`config.mk`:
```
export PLATFORM = sky130hd
export DESIGN_NAME = fcmp_pipe
export DESIGN_NICKNAME = d
export VERILOG_FILES = /design/src/rtl/fcmp_pkg.sv /design/src/rtl/fcmp_core.sv /design/src/rtl/fcmp_pipe.sv
export SDC_FILE = /design/constraint.sdc
export NUM_CORES = 1
export LEC_CHECK = 0
export ABC_AREA = 1
export BUFFER_PORTS_ARGS = -buffer_cell sky130_fd_sc_hd__clkbuf_2
export CAP_MARGIN = 0
export CORE_MARGIN = 10
export CORE_UTILIZATION = 55
export CTS_CLUSTER_DIAMETER = 60
export DETAILED_ROUTE_END_ITERATION = 7
export GPL_ROUTABILITY_DRIVEN = 0
export HOLD_SLACK_MARGIN = 0.12
export PLACE_DENSITY = 0.81
export RECOVER_POWER = 25
export SLEW_MARGIN = 30
export SYNTH_ARGS = -nofsm -noshare
export SYNTH_HDL_FRONTEND = slang
export SYNTH_SLANG_ARGS = --single-unit
```
`constraint.sdc`:
```
create_clock -name clk -period 4.7 [get_ports clk]
set_input_delay 0.94 -clock clk [delete_from_list [all_inputs] [get_ports clk]]
set_output_delay 0.94 -clock clk [all_outputs]
set_load 0.02 [all_outputs]
```
`src/rtl/fcmp_pkg.sv`:
```
// fcmp_pkg: shared definitions for the FP compare/select pipe.
//   fcmp_op_t      - 3-bit op encoding (5-7 illegal)
//   FCMP_CANON_NAN - canonical quiet NaN (used only when FCMP_NAN_EN is defined)
//   EXP_MSB/EXP_LSB - exponent field bounds of an IEEE-754 single
package fcmp_pkg;

  typedef enum logic [2:0] {
    FEQ  = 3'd0,
    FLT  = 3'd1,
    FLE  = 3'd2,
    FMIN = 3'd3,
    FMAX = 3'd4
  } fcmp_op_t;

  localparam logic [31:0] FCMP_CANON_NAN = 32'h7FC0_0000;
  localparam int unsigned EXP_MSB = 30;
  localparam int unsigned EXP_LSB = 23;

endpackage

```
`src/rtl/fcmp_core.sv`:
```
// fcmp_core: combinational compare/select datapath.
//   op [2:0]  - fcmp_op_t code
//   x1, x2    - IEEE-754 single operands
//   y         - {31'b0, flag} for FEQ/FLT/FLE, selected operand for FMIN/FMAX,
//               zero for illegal ops
// Optional NaN handling is enabled by defining FCMP_NAN_EN.
module fcmp_core
  import fcmp_pkg::*;
(
  input  logic [2:0]  op,
  input  logic [31:0] x1,
  input  logic [31:0] x2,
  output logic [31:0] y
);

  // Denormals are flushed: when both exponents are zero the pair is equal.
  function automatic logic both_zero(input logic [31:0] a, input logic [31:0] b);
    return (a[EXP_MSB:EXP_LSB] == '0) && (b[EXP_MSB:EXP_LSB] == '0);
  endfunction

  function automatic logic less(input logic [31:0] a, input logic [31:0] b);
    logic r;
    if (both_zero(a, b))
      r = 1'b0;
    else if (a[31] != b[31])
      r = a[31];
    else if (!a[31])
      r = a[30:0] < b[30:0];
    else
      r = a[30:0] > b[30:0];
    return r;
  endfunction

  logic eq, lt, le, lt21;
  logic [31:0] min_y, max_y;

  assign eq   = both_zero(x1, x2) | (x1 == x2);
  assign lt   = less(x1, x2);
  assign lt21 = less(x2, x1);
  assign le   = eq | lt;

`ifdef FCMP_NAN_EN
  logic n1, n2;
  assign n1 = (x1[EXP_MSB:EXP_LSB] == '1) && (x1[EXP_LSB-1:0] != '0);
  assign n2 = (x2[EXP_MSB:EXP_LSB] == '1) && (x2[EXP_LSB-1:0] != '0);

  always_comb begin
    min_y = lt21 ? x2 : x1;
    max_y = lt   ? x2 : x1;
    if (n1 && n2) begin
      min_y = FCMP_CANON_NAN;
      max_y = FCMP_CANON_NAN;
    end else if (n1) begin
      min_y = x2;
      max_y = x2;
    end else if (n2) begin
      min_y = x1;
      max_y = x1;
    end
  end

  always_comb begin
    y = '0;
    case (op)
      FEQ:     y[0] = eq & ~(n1 | n2);
      FLT:     y[0] = lt & ~(n1 | n2);
      FLE:     y[0] = le & ~(n1 | n2);
      FMIN:    y    = min_y;
      FMAX:    y    = max_y;
      default: y    = '0;
    endcase
  end
`else
  // Ties (including +0/-0) fall through to x1.
  assign min_y = lt21 ? x2 : x1;
  assign max_y = lt   ? x2 : x1;

  always_comb begin
    y = '0;
    case (op)
      FEQ:     y[0] = eq;
      FLT:     y[0] = lt;
      FLE:     y[0] = le;
      FMIN:    y    = min_y;
      FMAX:    y    = max_y;
      default: y    = '0;
    endcase
  end
`endif

endmodule

```
`src/rtl/fcmp_pipe.sv`:
```
// fcmp_pipe: two-stage FP compare/select unit with valid/ready on both sides.
//   clk, rst (sync, active-high)
//   in_valid/in_ready, in_op[2:0], in_x1, in_x2, in_tag[TAG_W-1:0]  - dispatch side
//   out_valid/out_ready, out_y, out_tag[TAG_W-1:0]                  - writeback side
// Latency 2 cycles, 1 op/cycle throughput, up to two ops buffered under stall.
// Optional macro: FCMP_NAN_EN (NaN-aware compare/select in fcmp_core).
module fcmp_pipe
  import fcmp_pkg::*;
#(
  parameter int unsigned TAG_W = 5
) (
  input  logic             clk,
  input  logic             rst,
  input  logic             in_valid,
  output logic             in_ready,
  input  logic [2:0]       in_op,
  input  logic [31:0]      in_x1,
  input  logic [31:0]      in_x2,
  input  logic [TAG_W-1:0] in_tag,
  output logic             out_valid,
  input  logic             out_ready,
  output logic [31:0]      out_y,
  output logic [TAG_W-1:0] out_tag
);

  logic             s1_valid;
  logic [2:0]       s1_op;
  logic [31:0]      s1_x1, s1_x2;
  logic [TAG_W-1:0] s1_tag;

  logic             s2_valid;
  logic [31:0]      s2_y;
  logic [TAG_W-1:0] s2_tag;

  logic             s2_en, s1_adv, accept;
  logic [31:0]      core_y;

  assign s2_en    = ~s2_valid | out_ready;
  assign s1_adv   = s1_valid & s2_en;
  assign in_ready = ~s1_valid | s1_adv;
  assign accept   = in_valid & in_ready;

  fcmp_core u_core (
    .op (s1_op),
    .x1 (s1_x1),
    .x2 (s1_x2),
    .y  (core_y)
  );

  always_ff @(posedge clk) begin
    if (rst) begin
      s1_valid <= 1'b0;
      s1_op    <= '0;
      s1_x1    <= '0;
      s1_x2    <= '0;
      s1_tag   <= '0;
    end else if (accept) begin
      s1_valid <= 1'b1;
      s1_op    <= in_op;
      s1_x1    <= in_x1;
      s1_x2    <= in_x2;
      s1_tag   <= in_tag;
    end else if (s1_adv) begin
      s1_valid <= 1'b0;
    end
  end

  // S2 data only moves on an actual advance, so it is bit-stable under stall.
  always_ff @(posedge clk) begin
    if (rst) begin
      s2_valid <= 1'b0;
      s2_y     <= '0;
      s2_tag   <= '0;
    end else if (s2_en) begin
      s2_valid <= s1_valid;
      if (s1_valid) begin
        s2_y   <= core_y;
        s2_tag <= s1_tag;
      end
    end
  end

  assign out_valid = s2_valid;
  assign out_y     = s2_y;
  assign out_tag   = s2_tag;

endmodule

```
# Word level (Yosys, flattened, before mapping)
# Index checks and enable logic that the tools add are counted.
dict set report classes {
  order_cmp 4
  eq_ne 7
  mux 12
  n_bitwise 8
  n_reduce_logical 6
}
# operator n
set ops {}
lappend ops {{32-bit two-way mux} 2}
lappend ops {{31-bit > comparator} 2}
lappend ops {{31-bit less-than comparator} 2}
lappend ops {{31-bit case mux with 2 select lines} 1}
lappend ops {{32-bit equality test} 1}
lappend ops {{8-bit zero test} 2}
lappend ops {{1-bit two-way mux} 8}
lappend ops {{3-bit by 2-bit equality test with 1-bit output (second input constant)} 2}
lappend ops {{1-bit case mux with 5 select lines} 1}
lappend ops {{1-bit OR} 4}
lappend ops {{3-bit by 1-bit equality test with 1-bit output (second input constant)} 1}
lappend ops {{3-bit equality test (second input constant)} 1}
lappend ops {{3-bit zero test} 1}
lappend ops {{1-bit AND} 2}
lappend ops {{1-bit != test} 2}
lappend ops {{1-bit NOT} 2}
lappend ops {{2-bit AND reduction} 1}
lappend ops {{2-bit nonzero test} 1}
lappend ops {{1-bit logical AND} 1}
dict set report totals {
  regBits 111
  input_bits 76
  output_inout_bits 39
}

# Depth between registers and ports, before layout
dict set report depth {
  depth_word 6
  mapped_depth 20
  depth_no_buf 19
}

# By module
# From an unflattened synthesis, not the netlist that was laid out.
dict set report hier_totals {
  hier_cells 1117
  hier_area_um2 7043.0
}
# module n_inst cells_per_inst area_each_um2
set modules_own_cells {}
lappend modules_own_cells {fcmp_pipe 1 682 4824.6}
lappend modules_own_cells {fcmp_core 1 435 2218.4}

# Worst setup path before layout
# No wires, ideal clock.
dict set report synth_timing {
  path_kind {input to register}
  from {input out_ready}
  to {register s1_x2[10]}
  t_arrival_ns 2.205
  required_ns 4.630
  slack_ns 2.424
  path_stages 7
  path_buffers 2
  cell_sequence {inv_1 > nand3_1 > nand2_1 > clkbuf_1 > clkbuf_1 > nand2_1 > a21oi_1}
}
dict set report synth_via {
  elab_chain_cells 4
}
# element line
set synth_rtl {}
lappend synth_rtl {{start, declared} fcmp_pipe.sv:21} ;# input logic out_ready,
lappend synth_rtl {{1-bit OR} fcmp_pipe.sv:38} ;# assign s2_en = ~s2_valid | out_ready;
lappend synth_rtl {{1-bit AND} fcmp_pipe.sv:39} ;# assign s1_adv = s1_valid & s2_en;
lappend synth_rtl {{1-bit OR} fcmp_pipe.sv:40} ;# assign in_ready = ~s1_valid | s1_adv;
lappend synth_rtl {{named net in_ready} fcmp_pipe.sv:15} ;# output logic in_ready,
lappend synth_rtl {{1-bit AND} fcmp_pipe.sv:41} ;# assign accept = in_valid & in_ready;
lappend synth_rtl {{end signal, assigned} fcmp_pipe.sv:61} ;# s1_x2 <= in_x2;
lappend synth_rtl {{end, declared} fcmp_pipe.sv:28} ;# logic [31:0] s1_x1, s1_x2;
# The timed path passes the listed nets, and every way through them passes these cells.
# A chain may end at the register's enable or synchronous reset.

# Worst setup path in the final report
dict set report layout_timing {
  from {input out_ready}
  to {register s1_x1[14]}
}
dict set report layout_via {
  elab_chain_cells 4
}
# element line
set layout_rtl {}
lappend layout_rtl {{1-bit OR} fcmp_pipe.sv:38}
lappend layout_rtl {{1-bit AND} fcmp_pipe.sv:39}
lappend layout_rtl {{1-bit OR} fcmp_pipe.sv:40}
lappend layout_rtl {{1-bit AND} fcmp_pipe.sv:41}
lappend layout_rtl {{end signal, assigned} fcmp_pipe.sv:60} ;# s1_x1 <= in_x1;
lappend layout_rtl {{end, declared} fcmp_pipe.sv:28}
# No other way between the ends.

==> results.json <==
{
  "synth_seq_cells": 111,
  "fin_total_pwr_mw": 2.16,
  "fin_cells": 1065,
  "final.setup.tns_ns": 0,
  "cts-root-buf": "clkbuf_8",
  "avgRoutedWirePerCell_um": 14.2,
  "n_antenna_cell": 0,
  "synth-edff-count": 0,
  "placed_cell_area_um2": 6600,
  "fin_nets": 1027,
  "initialDrtViolationCount": 425,
  "die_area_um2": 15500,
  "cts_tree": "yes",
  "finalInstanceArea_um2": 6760,
  "ctsHoldBuffers": 0,
  "min_path_type": "flop to flop",
  "grt_max_degree": 74,
  "numCtsBuffers": 9,
  "h-tree-depth": 3,
  "r2r_start": "out_valid",
  "rr_endpoint": "s1_x1[14]",
  "synth_top_area_share_pct": 37.0,
  "n_fill_cell": 1041,
  "fin_hold_ws_ns": 0.470,
  "slew_headroom_pct": -10.5,
  "hold-path-cell-count": 2,
  "clock_skew_ns": 0.0135,
  "synth.distinct_cells": 30,
  "grt_pass1_wl_um": 25100,
  "die_h_um": 124,
  "status": "complete, but fails checks",
  "initial_core_util_pct": 55.9,
  "ir_drop_uv": 167,
  "syn_nets": 948,
  "cts.sinks": 111,
  "yosysTopAreaCell": "dfxtp_1",
  "clock_latency_ns": 0.39,
  "yosysMostFrequentCell": "nand2_1",
  "io_buffer_count": 114,
  "max_freq_mhz": 315,
  "vias": 5594,
  "dr.pass1.iters": 5,
  "layout-drive-gt1-share_pct": 16.6,
  "globalRouteOverflowTotal": 0,
  "syn_inst": 841,
  "crit_required_ns": 5.01,
  "min_period_ns": 3.18,
  "setup_violations": 0,
  "postLayoutCoreUtil_pct": 62.9,
  "clk_pin_slew_ns": 0.10,
  "cp-start-kind": "primary input",
  "critPathKind": "primary input to flop",
  "synth_flop_cell": "dfxtp_1",
  "p_leak_nw": 3.13,
  "cts_setup_buffers": 0,
  "max_cap_violations": 1,
  "place_inst": 1049,
  "core.rowCount": 38,
  "areaGrowthSynthToFinish_pct": 12.7,
  "synth_area_per_cell_um2": 7.14,
  "path_max_fanout": 64,
  "cp_data_arrival_time_ns": 3.48,
  "coreArea_um2": 10700,
  "crit_path_end_kind": "flop",
  "hp-start": "s1_tag[2]",
  "drc": 0,
  "synth.area.top_cells": "dfxtp_1 (37%), nand2_1 (12%), nor2_1 (7.3%)",
  "async_flop_share_pct": 0,
  "ys_top_cells_by_count": "nand2_1 (189), nor2_1 (117), dfxtp_1 (111), inv_1 (91), a21oi_1 (76)",
  "grt_setup_unrepaired": "no",
  "dp_hpwl_um": 10200,
  "syn_area_um2": 6000,
  "tightestPinTransition_ns": 1.65,
  "detail_route.vias_per_cell": 5.25,
  "reg2reg_setup_slack_ns": 1.82,
  "reg2reg_depth": 5,
  "violations": "max-capacitance violations, max-slew violations",
  "cts_resized": 0,
  "setup_ws_ns": 1.52,
  "grt_usage_pct": 18.7,
  "min_to": "out_tag[2]",
  "slew_violations": 54,
  "drt-total-wl_um": 15100,
  "ant_nets": 0,
  "finalHoldViolCount": 0,
  "dp_slack_ns": 1.90,
  "die_w_um": 124,
  "antenna_found_initial": 0,
  "period_share_pct": 67.6,
  "synth-seq-area-share_pct": 37.0,
  "yosysWarnings": 0,
  "io_pins": 115,
  "powerDensity_nw_per_um2": 320,
  "clockBufferDepth": 2,
  "grt_pass1_vias": 5227
}
## cells in the final DEF, fill, tap and decap left out, types with 5 or more instances in the layout
cell type / Yosys / layout
a21oi_1: 76 / 76
nand4_1: 6 / 6
clkbuf_2: 0 / 85
o211ai_2: 29 / 29
nor2_1: 117 / 116
o21ai_1: 35 / 35
ha_1: 31 / 31
nand3_1: 13 / 13
dfxtp_1: 111 / 111
inv_1: 91 / 90
clkbuf_8: 0 / 11
nand2_1: 189 / 189
clkbuf_1: 34 / 29
o21ai_0: 24 / 24
a211oi_1: 42 / 42
buf_4: 2 / 5
## cell families (layout without fill, tap and decap cells)
family	count (synthesis)	count (layout)	share of synthesized area [%]
XOR/XNOR	1	1	0.146
adder cells (fa/ha/maj)	31	31	6.46
AO/OA/AOI/OAI	214	214	23.6
flip-flops	111	111	37.0
buffers and inverters	145	229	10.1
AND/OR/NAND/NOR	339	339	22.6
## where the power goes
group | internal, mW | switching (mW)
Combinational | 0.160 | 0.356
Clock | 0.277 | 0.328
Sequential | 1.00 | 0.0388
Total | 1.44 | 0.723
## how the worst max path moves through the flow
stage / endpoint / depth (start not counted) / from / slack [ns]
final: s1_x1[14] / 7 / out_ready / 1.52
after global routing: s1_x2[26] / 7 / out_ready / 1.27
after CTS: out_y[23] / 16 / s1_x1[30] / 1.87
after detailed placement: out_y[11] / 15 / s1_x1[6] / 1.90
after global placement: s1_x2[9] / 7 / out_ready / 1.93
after floorplan: s1_x2[10] / 7 / out_ready / 2.42
## final cells by class
| cell class | instances | area (um2) | share of cell area, % |
|---|---|---|---|
| well taps | 140 | 175 | 2.59 |
| repair buffers | 120 | 623 | 9.21 |
| flip-flops and latches | 111 | 2220 | 32.9 |
| inverters | 93 | 349 | 5.16 |
| clock buffers | 12 | 155 | 2.29 |
| multi-input cells | 585 | 3180 | 47.1 |
| clock inverters | 4 | 53.8 | 0.796 |
## metal layers
| layer | GRT usage, % | vias up | share of wire (%) |
|---|---|---|---|
| met5 | 0 | - | 0 |
| met2 | 30.1 | 150 | 46 |
| met4 | 5.62 | 0 | 1.7 |
| met1 | 24.1 | 2514 | 47 |
| met3 | 4.72 | 23 | 5.5 |
| li1 | - | 2907 | - |
## state kept, by name, summed over array words and instances (netlist names)
register / flops
out_tag: 5
out_valid: 1
out_y: 32
s1_op: 3
s1_tag: 5
s1_valid: 1
s1_x1: 32
s1_x2: 32
## critical path: stages
cell	delay (ns)
clkbuf_2	0.08
inv_1	0.06
nand3_1	0.10
nand2_1	1.21
buf_4	0.69
nor2_1	0.13
a211oi_1	0.19
Power figures use the tool's default switching activity.
